[src/rtl/console_writer_if.sv]
// rtl/console_writer_if.sv - byte stream and character-buffer write port of the text console
interface console_writer_if;
    logic       char_valid;
    logic [7:0] char_data;
    logic       char_ready;
    logic       write_en;
    logic [4:0] write_row;
    logic [6:0] write_col;
    logic [7:0] write_char;

    modport master (
        output char_valid, char_data,
        input  char_ready, write_en, write_row, write_col, write_char
    );

    modport slave (
        input  char_valid, char_data,
        output char_ready, write_en, write_row, write_col, write_char
    );
endinterface

[src/rtl/console_writer.sv]
// rtl/console_writer.sv - text console: cursor, control codes, screen/line clears, scroll via top_row
module console_writer #(
    parameter int         ROWS  = 30,
    parameter int         COLS  = 80,
    parameter logic [7:0] BLANK = 8'h20
) (
    input  logic                 clk,
    input  logic                 rst_n,
    console_writer_if.slave      bus,
    input  logic                 clear,
    output logic                 busy,
    output logic [4:0]           cursor_row,
    output logic [6:0]           cursor_col,
    output logic [4:0]           top_row
);
    typedef enum logic [1:0] {S_CLEAR, S_IDLE, S_LINE_CLR} state_t;

    state_t     state;
    logic [4:0] fill_row;
    logic [6:0] fill_col;
    logic [5:0] row_sum;
    logic [4:0] prow;
    logic       at_last_row;
    logic [4:0] adv_row;
    logic [4:0] adv_top;

    // top_row + cursor_row stays below 2*ROWS, so one subtract replaces the modulo
    assign row_sum = {1'b0, top_row} + {1'b0, cursor_row};
    assign prow    = (row_sum >= 6'(ROWS)) ? 5'(row_sum - 6'(ROWS)) : row_sum[4:0];

    assign at_last_row = (cursor_row == 5'(ROWS - 1));
    assign adv_row     = at_last_row ? cursor_row : cursor_row + 5'd1;
    assign adv_top     = !at_last_row ? top_row :
                         (top_row == 5'(ROWS - 1)) ? 5'd0 : top_row + 5'd1;

    assign bus.char_ready = (state == S_IDLE) && !clear;

    always_ff @(posedge clk or negedge rst_n) begin
        if (!rst_n) begin
            state          <= S_CLEAR;
            busy           <= 1'b1;
            fill_row       <= 5'd0;
            fill_col       <= 7'd0;
            cursor_row     <= 5'd0;
            cursor_col     <= 7'd0;
            top_row        <= 5'd0;
            bus.write_en   <= 1'b0;
            bus.write_row  <= 5'd0;
            bus.write_col  <= 7'd0;
            bus.write_char <= BLANK;
        end else begin
            bus.write_en <= 1'b0;
            if (clear) begin
                state      <= S_CLEAR;
                busy       <= 1'b1;
                fill_row   <= 5'd0;
                fill_col   <= 7'd0;
                cursor_row <= 5'd0;
                cursor_col <= 7'd0;
                top_row    <= 5'd0;
            end else begin
                case (state)
                    S_CLEAR: begin
                        bus.write_en   <= 1'b1;
                        bus.write_row  <= fill_row;
                        bus.write_col  <= fill_col;
                        bus.write_char <= BLANK;
                        if (fill_col == 7'(COLS - 1)) begin
                            fill_col <= 7'd0;
                            if (fill_row == 5'(ROWS - 1)) begin
                                fill_row <= 5'd0;
                                state    <= S_IDLE;
                                busy     <= 1'b0;
                            end else begin
                                fill_row <= fill_row + 5'd1;
                            end
                        end else begin
                            fill_col <= fill_col + 7'd1;
                        end
                    end

                    // cursor/top_row already point at the new line here
                    S_LINE_CLR: begin
                        bus.write_en   <= 1'b1;
                        bus.write_row  <= prow;
                        bus.write_col  <= fill_col;
                        bus.write_char <= BLANK;
                        if (fill_col == 7'(COLS - 1)) begin
                            fill_col <= 7'd0;
                            state    <= S_IDLE;
                            busy     <= 1'b0;
                        end else begin
                            fill_col <= fill_col + 7'd1;
                        end
                    end

                    S_IDLE: begin
                        if (bus.char_valid) begin
                            case (bus.char_data)
                                8'h0A: begin
                                    cursor_col <= 7'd0;
                                    cursor_row <= adv_row;
                                    top_row    <= adv_top;
                                    fill_col   <= 7'd0;
                                    state      <= S_LINE_CLR;
                                    busy       <= 1'b1;
                                end
                                8'h0D: cursor_col <= 7'd0;
                                8'h08: begin
                                    if (cursor_col != 7'd0) begin
                                        cursor_col     <= cursor_col - 7'd1;
                                        bus.write_en   <= 1'b1;
                                        bus.write_row  <= prow;
                                        bus.write_col  <= cursor_col - 7'd1;
                                        bus.write_char <= BLANK;
                                    end
                                end
                                8'h0C: begin
                                    state      <= S_CLEAR;
                                    busy       <= 1'b1;
                                    fill_row   <= 5'd0;
                                    fill_col   <= 7'd0;
                                    cursor_row <= 5'd0;
                                    cursor_col <= 7'd0;
                                    top_row    <= 5'd0;
                                end
                                default: begin
                                    bus.write_en   <= 1'b1;
                                    bus.write_row  <= prow;
                                    bus.write_col  <= cursor_col;
                                    bus.write_char <= bus.char_data;
                                    if (cursor_col == 7'(COLS - 1)) begin
                                        cursor_col <= 7'd0;
                                        cursor_row <= adv_row;
                                        top_row    <= adv_top;
                                        fill_col   <= 7'd0;
                                        state      <= S_LINE_CLR;
                                        busy       <= 1'b1;
                                    end else begin
                                        cursor_col <= cursor_col + 7'd1;
                                    end
                                end
                            endcase
                        end
                    end

                    default: begin
                        state <= S_CLEAR;
                        busy  <= 1'b1;
                    end
                endcase
            end
        end
    end
endmodule

[src/flat_wrapper.sv]
// flat-port wrapper written by rule: the top's interface ports become plain ports
module console_writer_flat 
#(
    parameter int         ROWS  = 30,
    parameter int         COLS  = 80,
    parameter logic [7:0] BLANK = 8'h20
)
  (clk, rst_n, clear, busy, cursor_row, cursor_col, top_row, bus_char_valid, bus_char_data, bus_char_ready, bus_write_en, bus_write_row, bus_write_col, bus_write_char);
  console_writer_if bus_i ();
  input  logic clk;
  input  logic rst_n;
  input  logic clear;
  output logic busy;
  output logic [4:0] cursor_row;
  output logic [6:0] cursor_col;
  output logic [4:0] top_row;
  input wire logic [$bits(bus_i.char_valid)-1:0] bus_char_valid;
  input wire logic [$bits(bus_i.char_data)-1:0] bus_char_data;
  output wire logic [$bits(bus_i.char_ready)-1:0] bus_char_ready;
  output wire logic [$bits(bus_i.write_en)-1:0] bus_write_en;
  output wire logic [$bits(bus_i.write_row)-1:0] bus_write_row;
  output wire logic [$bits(bus_i.write_col)-1:0] bus_write_col;
  output wire logic [$bits(bus_i.write_char)-1:0] bus_write_char;
  assign bus_i.char_valid = bus_char_valid;
  assign bus_i.char_data = bus_char_data;
  assign bus_char_ready = bus_i.char_ready;
  assign bus_write_en = bus_i.write_en;
  assign bus_write_row = bus_i.write_row;
  assign bus_write_col = bus_i.write_col;
  assign bus_write_char = bus_i.write_char;
  console_writer #(.ROWS(ROWS), .COLS(COLS), .BLANK(BLANK)) u_core (.clk(clk), .rst_n(rst_n), .bus(bus_i), .clear(clear), .busy(busy), .cursor_row(cursor_row), .cursor_col(cursor_col), .top_row(top_row));
endmodule
[config.mk]
export PLATFORM = sky130hd
export DESIGN_NAME = console_writer_flat
export DESIGN_NICKNAME = d
export VERILOG_FILES = /design/src/rtl/console_writer_if.sv /design/src/rtl/console_writer.sv /design/src/flat_wrapper.sv
export SDC_FILE = /design/constraint.sdc
export NUM_CORES = 1
export LEC_CHECK = 0
export ABC_AREA = 1
export CAP_MARGIN = 20
export CORE_UTILIZATION = 51
export CTS_CLUSTER_SIZE = 20
export DETAILED_ROUTE_END_ITERATION = 8
export PLACE_DENSITY = 0.81
export SLEW_MARGIN = 10
export SYNTH_ARGS = -nofsm -noshare
export SYNTH_HDL_FRONTEND = slang
export SYNTH_SLANG_ARGS = --single-unit
[constraint.sdc]
create_clock -name clk -period 1.9 [get_ports clk]
set_input_delay 0.19 -clock clk [delete_from_list [all_inputs] [get_ports clk]]
set_output_delay 0.19 -clock clk [all_outputs]
set_load 0.01 [all_outputs]
==> impl_metrics.env, run 1 <==
export IMPL_status="complete, but fails checks"
export IMPL_violations="setup timing"
export IMPL_dp_hpwl_um=7660
export IMPL_gp_routability_congestion=0.958
export IMPL_avgSynthCellArea_um2=7.53
export IMPL_first_pass_iters=7
export IMPL_maxCapViolCount=0
export IMPL_die_w_um=89.5
export IMPL_synth_simple_gate_area_frac=0.353
export IMPL_crit_required_ps=2160
export IMPL_grt_pass1_vias=3521
export IMPL_fin_nets=646
export IMPL_muxShareOfSynthArea=0
export IMPL_utilization=0.685
export IMPL_rsz0062_at_grt="true"
export IMPL_setup_viol=2
export IMPL_vias_per_cell=5.37
export IMPL_root_buffer="clkbuf_8"
export IMPL_syn_num_nets=553
export IMPL_ys_ff_latch=53
export IMPL_final_common_cell="nand2_1"
export IMPL_num_vias=3823
export IMPL_ys_seq_area_frac=0.340
export IMPL_dpl_worst_slack_ps=-60.1
export IMPL_drt_iter0_markers=264
export IMPL_end_kind="register"
export IMPL_peakVddDrop_uv=530
export IMPL_yosys_area_top_type="dfrtp_1"
export IMPL_synth_top_family_by_area="simple AND/OR/NAND/NOR gates"
export IMPL_grt_overflow=0
export IMPL_crit_slowest_cell="dfrtp_2"
export IMPL_synth_top_cell_area_share=0.327
export IMPL_start_util=0.533
export IMPL_setup_slack_ps=-31.8
export IMPL_synthAdderAreaFrac=0.0723
export IMPL_r2r_cells=12
export IMPL_crit_arrival_ps=2190
export IMPL_cts_clk_slew_worst_paths_ps=110
export IMPL_finalMaxSlewViolations=0
export IMPL_finish_instance_area_um2=5020
export IMPL_core_area_um2=7330
export IMPL_leakage_uw=0.00240
export IMPL_ios=52
export IMPL_ys_types=41
export IMPL_avgRoutedWirePerCell_um=14.4
export IMPL_hold_violations=0
export IMPL_finalSetupTns_ps=-39.3
export IMPL_routed_wl_um=10300
export IMPL_slowest_delay_ps=410
export IMPL_fin_crit_sh=1.02
export IMPL_crit_fanout=2
export IMPL_die_h_um=89.5
export IMPL_htreeDepth=2
export IMPL_grt_pass1_wl_um=15900
export IMPL_cts_sinks=53
export IMPL_cts_tree="built"
export IMPL_clockBufferDepth=2
export IMPL_synthTopCellsByArea="dfrtp_1 (33%), nand2_1 (12%), ha_1 (6.7%)"
export IMPL_grt_use_total=0.258
export IMPL_cts_buffers=5
export IMPL_yosys_warnings=0
export IMPL_crit_path_cell_trace="ha_4 -> inv_4 -> fa_2 -> xnor2_2 -> inv_2 -> nor2_4 -> nand2_1 -> nor2_1 -> nor2_1 -> nor2_1 -> nor2_1 -> nor2_1"
export IMPL_synth_xor_area_frac=0.0336
export IMPL_timing_rr_start="u_core.top_row[0]"
export IMPL_clk_latency_ps=320
export IMPL_power_density_nw_per_um2=1090
export IMPL_rr_endpoint="u_core.bus.write_row[4]"
export IMPL_syn2layout_area_growth_pct=28.5
export IMPL_rows=31
export IMPL_start_kind="register"
export IMPL_ant_nets=0
export IMPL_post_dp_cell_area_um2=4790
export IMPL_slew_headroom=0.724
export IMPL_synth_compound_area_share=0.116
export IMPL_fin_crit_ps=1930
export IMPL_synth_area_um2=3910
export IMPL_grt_start_max_net_pins=54
export IMPL_hold_ws_ps=384
export IMPL_crit_type="register to register"
export IMPL_synthCells=519
export IMPL_drive_gt1_frac=0.215
export IMPL_cp_common_cell="nor2_1"
export IMPL_die_area_um2=8020
export IMPL_antenna_found_initial=0
export IMPL_drc=0
export IMPL_tightestPinTransition_ps=412
export IMPL_min_path_type="primary input to asynchronous set/reset pin"
export IMPL_clock_skew_ps=8.42
export IMPL_r2r_setup_slack_ps=-30
export IMPL_fmax_mhz=518
export IMPL_port_buffers=51
export IMPL_mostFrequentLayoutCells="nand2_1 (123), nor2_1 (49), clkdlybuf4s50_1 (49)"
export IMPL_antenna_cells=0
power by group:
part	switching, µW	leakage (µW)	total [µW]	internal [µW]
combinational	1700	0.00165	3100	1400
sequential	223	0.000700	1670	1450
clock	415	0.0000487	684	270
total	2340	0.00240	5460	3120
synthesized netlist by cell type:
library cell,count
nand2_1,125
nor2_1,53
dfrtp_1,51
inv_1,49
nand3_1,49
o21ai_0,34
ha_1,21
o21ai_1,17
xor2_1,13
nor3_1,12
nand2_2,11
a21oi_1,9
inv_2,8
nand4_1,6
o21ai_2,6
buf_6,5
nor2_2,5
nor2_4,4
o211ai_1,4
nand3_4,3
o22ai_1,3
or2_2,3
buf_4,2
clkbuf_1,2
dfstp_2,2
inv_4,2
nand2_4,2
nand4_4,2
nor2_8,2
nor3_4,2
xnor2_1,2
a211oi_1,1
a31o_2,1
and3_1,1
buf_12,1
buf_2,1
fa_1,1
nand3_2,1
o211ai_2,1
o21ai_4,1
o31ai_1,1
through the flow:
stage	total power (µW)	cells
finish	5460	712
global route	5860	712
CTS	5310	709
detailed placement	4530	698
global placement	4440	698
floorplan	3400	519
flip-flops by register name (all words and copies together), names as in the netlist:
signal,flops
u_core.state,2
u_core.fill_col,7
u_core.bus.write_row,5
u_core.bus.write_col,7
u_core.cursor_col,7
u_core.busy,1
u_core.bus.write_en,1
u_core.top_row,5
u_core.fill_row,5
u_core.cursor_row,5
u_core.bus.write_char,8
layer usage:
layer	vias up	share of wire	GRT usage
li1	1877	-	-
met1	1791	0.45	0.345
met5	-	0	0
met2	137	0.48	0.441
met3	18	0.057	0.0379
met4	0	0.017	0.0620
how the worst max path moves through the flow:
stage                                     from                       to  slack (ps)
final                        u_core.top_row[0]  u_core.bus.write_row[4]         -30
after global routing         u_core.top_row[0]  u_core.bus.write_row[4]        -130
after CTS                    u_core.top_row[0]  u_core.bus.write_row[3]          10
after detailed placement  u_core.cursor_row[0]  u_core.bus.write_row[1]         -60
after global placement        bus_char_data[3]     u_core.cursor_row[2]          -3
after floorplan           u_core.cursor_row[0]  u_core.bus.write_row[3]          30
critical path: cells and delay by family, from the launching register on:
family / cells / cell delay, ps
AND/OR/NAND/NOR: 7 / 640
flip-flops: 1 / 410
XOR/XNOR: 1 / 200
adder cells (fa/ha/maj): 2 / 520
buffers and inverters: 2 / 110
logic make-up (layout without fill, tap and decap cells):
logic type	count (synthesis)	count (layout)
and+or+nand+nor	281	281
AOI/OAI and AO/OA	78	78
DFF	53	53
adders and majority gates	22	22
buffers and inverters	70	164
xor gates and xnor gates	15	15
timing repair:
| action | 4_1_cts | 5_1_grt |
|---|---|---|
| setup endpoints to repair | 5 | 34 |
| gates resized for setup | 8 | 17 |
| hold buffers | 1 | 0 |
| hold endpoints to repair | 51 | 0 |
| buffers inserted | 2 | 2 |
| pin swaps | 4 | 6 |
| gates cloned | 0 | 1 |
layout make-up:
type	instances	area [µm²]
multi-input combinational	396	2330
fill	586	2310
inverter	59	229
clock buffer	5	68.8
clock inverter	3	26.3
tap	99	124
sequential	53	1330
timing repair buffer	97	907
Note: power is estimated with default switching activity, not from simulation.
==> inputs of run 2 (changes only) <==
--- a/config.mk
+++ b/config.mk
@@ -7,10 +7,12 @@
 export LEC_CHECK = 0
 export ABC_AREA = 1
 export CAP_MARGIN = 20
-export CORE_UTILIZATION = 51
+export CELL_PAD_IN_SITES_DETAIL_PLACEMENT = 0
+export CELL_PAD_IN_SITES_GLOBAL_PLACEMENT = 2
+export CORE_UTILIZATION = 29
 export CTS_CLUSTER_SIZE = 20
 export DETAILED_ROUTE_END_ITERATION = 8
-export PLACE_DENSITY = 0.81
+export PLACE_DENSITY = 0.8
 export SLEW_MARGIN = 10
 export SYNTH_ARGS = -nofsm -noshare
 export SYNTH_HDL_FRONTEND = slang
==> impl_metrics.env, run 2 (synthesis gave the netlist of run 1 again) <==
export IMPL_start_kind="register"
export IMPL_slowest_delay_ps=590
export IMPL_vias_per_cell=4.72
export IMPL_htreeDepth=2
export IMPL_core_area_um2=13200
export IMPL_seqPwrFrac=0.284
export IMPL_largest_reg_flops=8
export IMPL_hold_ws_ps=421
export IMPL_clock_skew_ps=6.01
export IMPL_drive_gt1_frac=0.230
export IMPL_place_inst=786
export IMPL_p_int_uw=3540
export IMPL_crit_slowest_cell="fa_2"
export IMPL_crit_path_cell_trace="ha_4 -> inv_2 -> fa_2 -> inv_2 -> ha_2 -> xor2_1 -> nand2_1 -> nand3_1 -> nand2_1 -> nand2_1"
export IMPL_mostFrequentLayoutCells="nand2_1 (121), nor2_1 (50), clkdlybuf4s50_1 (49)"
export IMPL_swShare=0.400
export IMPL_drc=0
export IMPL_grt_pass1_wl_um=18000
export IMPL_start_util=0.296
export IMPL_grt_pass1_vias=3585
export IMPL_min_path_type="primary input to asynchronous set/reset pin"
export IMPL_crit_arrival_ps=2090
export IMPL_avgRoutedWirePerCell_um=13.6
export IMPL_clk_latency_ps=300
export IMPL_cts_buffers=5
export IMPL_antenna_cells=0
export IMPL_fin_crit_ps=1890
export IMPL_cts_clk_slew_worst_paths_ps=70
export IMPL_cts_sinks=53
export IMPL_crit_fanout=3
export IMPL_routed_wl_um=10800
export IMPL_grt_use_total=0.163
export IMPL_setup_viol=0
export IMPL_slew_headroom=0.655
export IMPL_maxCapViolCount=0
export IMPL_fmax_mhz=528
export IMPL_fin_nets=655
export IMPL_root_buffer="clkbuf_16"
export IMPL_setup_slack_ps=7.23
export IMPL_end_kind="register"
export IMPL_p_sw_uw=2360
export IMPL_tightestPinTransition_ps=512
export IMPL_layout_filler_cells=1367
export IMPL_finalMaxSlewViolations=0
export IMPL_hold_violations=0
export IMPL_finish_instance_area_um2=5270
export IMPL_num_vias=3768
export IMPL_rsz0062_at_grt="true"
export IMPL_ios=52
export IMPL_largest_register="u_core.bus.write_char"
export IMPL_ff_latch_area_um2=1330
export IMPL_p_comb_frac=0.539
export IMPL_status="finished clean"
export IMPL_die_h_um=118
export IMPL_rows=42
export IMPL_antenna_found_initial=0
export IMPL_grt_start_max_net_pins=54
export IMPL_cts_tree="built"
export IMPL_dp_hpwl_um=8400
export IMPL_instances_no_fill=798
export IMPL_power_density_nw_per_um2=1120
export IMPL_leakage_uw=0.00247
export IMPL_post_dp_cell_area_um2=4980
export IMPL_first_pass_iters=4
export IMPL_die_w_um=118
export IMPL_drt_iter0_markers=215
export IMPL_syn2layout_area_growth_pct=34.8
export IMPL_final_common_cell="nand2_1"
export IMPL_dpl_worst_slack_ps=-104
export IMPL_crit_required_ps=2090
export IMPL_peakVddDrop_uv=424
export IMPL_fin_crit_sh=0.996
export IMPL_ant_nets=0
export IMPL_crit_type="register to register"
export IMPL_clockBufferDepth=2
export IMPL_die_area_um2=13900
export IMPL_cp_common_cell="nand2_1"
export IMPL_p_clk_frac=0.177
export IMPL_grt_overflow=0
export IMPL_multi_input_area_um2=2340
export IMPL_gp_routability_congestion=0.866
export IMPL_port_buffers=51
[run 2: per-layer routing]
layer,vias to the layer above,track usage,part of all wire
li1,1903,-,-
met1,1779,0.223,0.49
met2,77,0.266,0.46
met5,-,0,0
met4,0,0.0481,0.014
met3,9,0.0203,0.032
[run 2: worst paths after layout]
kind                                      start                       end  slack (ps)  cells after the start
max                        u_core.cursor_row[0]   u_core.bus.write_row[3]           7                     10
min                                       rst_n        u_core.fill_col[4]         420                      3
max reg2reg                u_core.cursor_row[0]   u_core.bus.write_row[3]           7                     10
min reg2reg                         u_core.busy               u_core.busy         470                      2
max in group asynchronous                 rst_n  u_core.bus.write_char[5]        1180                      3
min in group clk                    u_core.busy               u_core.busy         470                      2
[run 2: worst max-delay path, delay by kind of cell (launching register included)]
| kind | cells | cell delay (ps) |
|---|---|---|
| adder cells (fa/ha/maj) | 3 | 900 |
| flip-flops | 1 | 390 |
| AND/OR/NAND/NOR | 4 | 250 |
| XOR/XNOR | 1 | 150 |
| buffers and inverters | 2 | 100 |
[run 2: final cells by class]
class | count | share of cell area
well taps | 176 | 0.0418
repair buffers | 106 | 0.186
clock inverters | 2 | 0.00665
multi-input cells | 396 | 0.445
flip-flops and latches | 53 | 0.253
clock buffers | 6 | 0.0245
inverters | 59 | 0.0430
[run 2: power groups by stage]
stage / logic, µW / clock network, µW / registers [µW]
2_1_floorplan: 1580 / 0 / 1830
3_3_place_gp: 3000 / 0 / 1670
3_5_place_dp: 3000 / 0 / 1690
4_1_cts: 3070 / 1080 / 1670
5_1_grt: 3500 / 1120 / 1720
6_report: 3180 / 1050 / 1680
[run 2: through the flow]
step,util,total power (µW),TNS [ps]
floorplan,-,3400,0
global placement,0.378,4670,-513
detailed placement,0.378,4690,-910
CTS,0.392,5820,0
global route,0.399,6340,-250
finish,0.399,5900,0
[run 2: what timing repair did]
| action | in CTS | in global routing |
|---|---|---|
| gates resized for setup | 7 | 21 |
| setup endpoints to repair | 5 | 45 |
| hold endpoints to repair | 51 | 0 |
| buffers inserted | 0 | 3 |
| pin swaps | 3 | 11 |
| hold buffers | 1 | 0 |
| cloned | 0 | 0 |
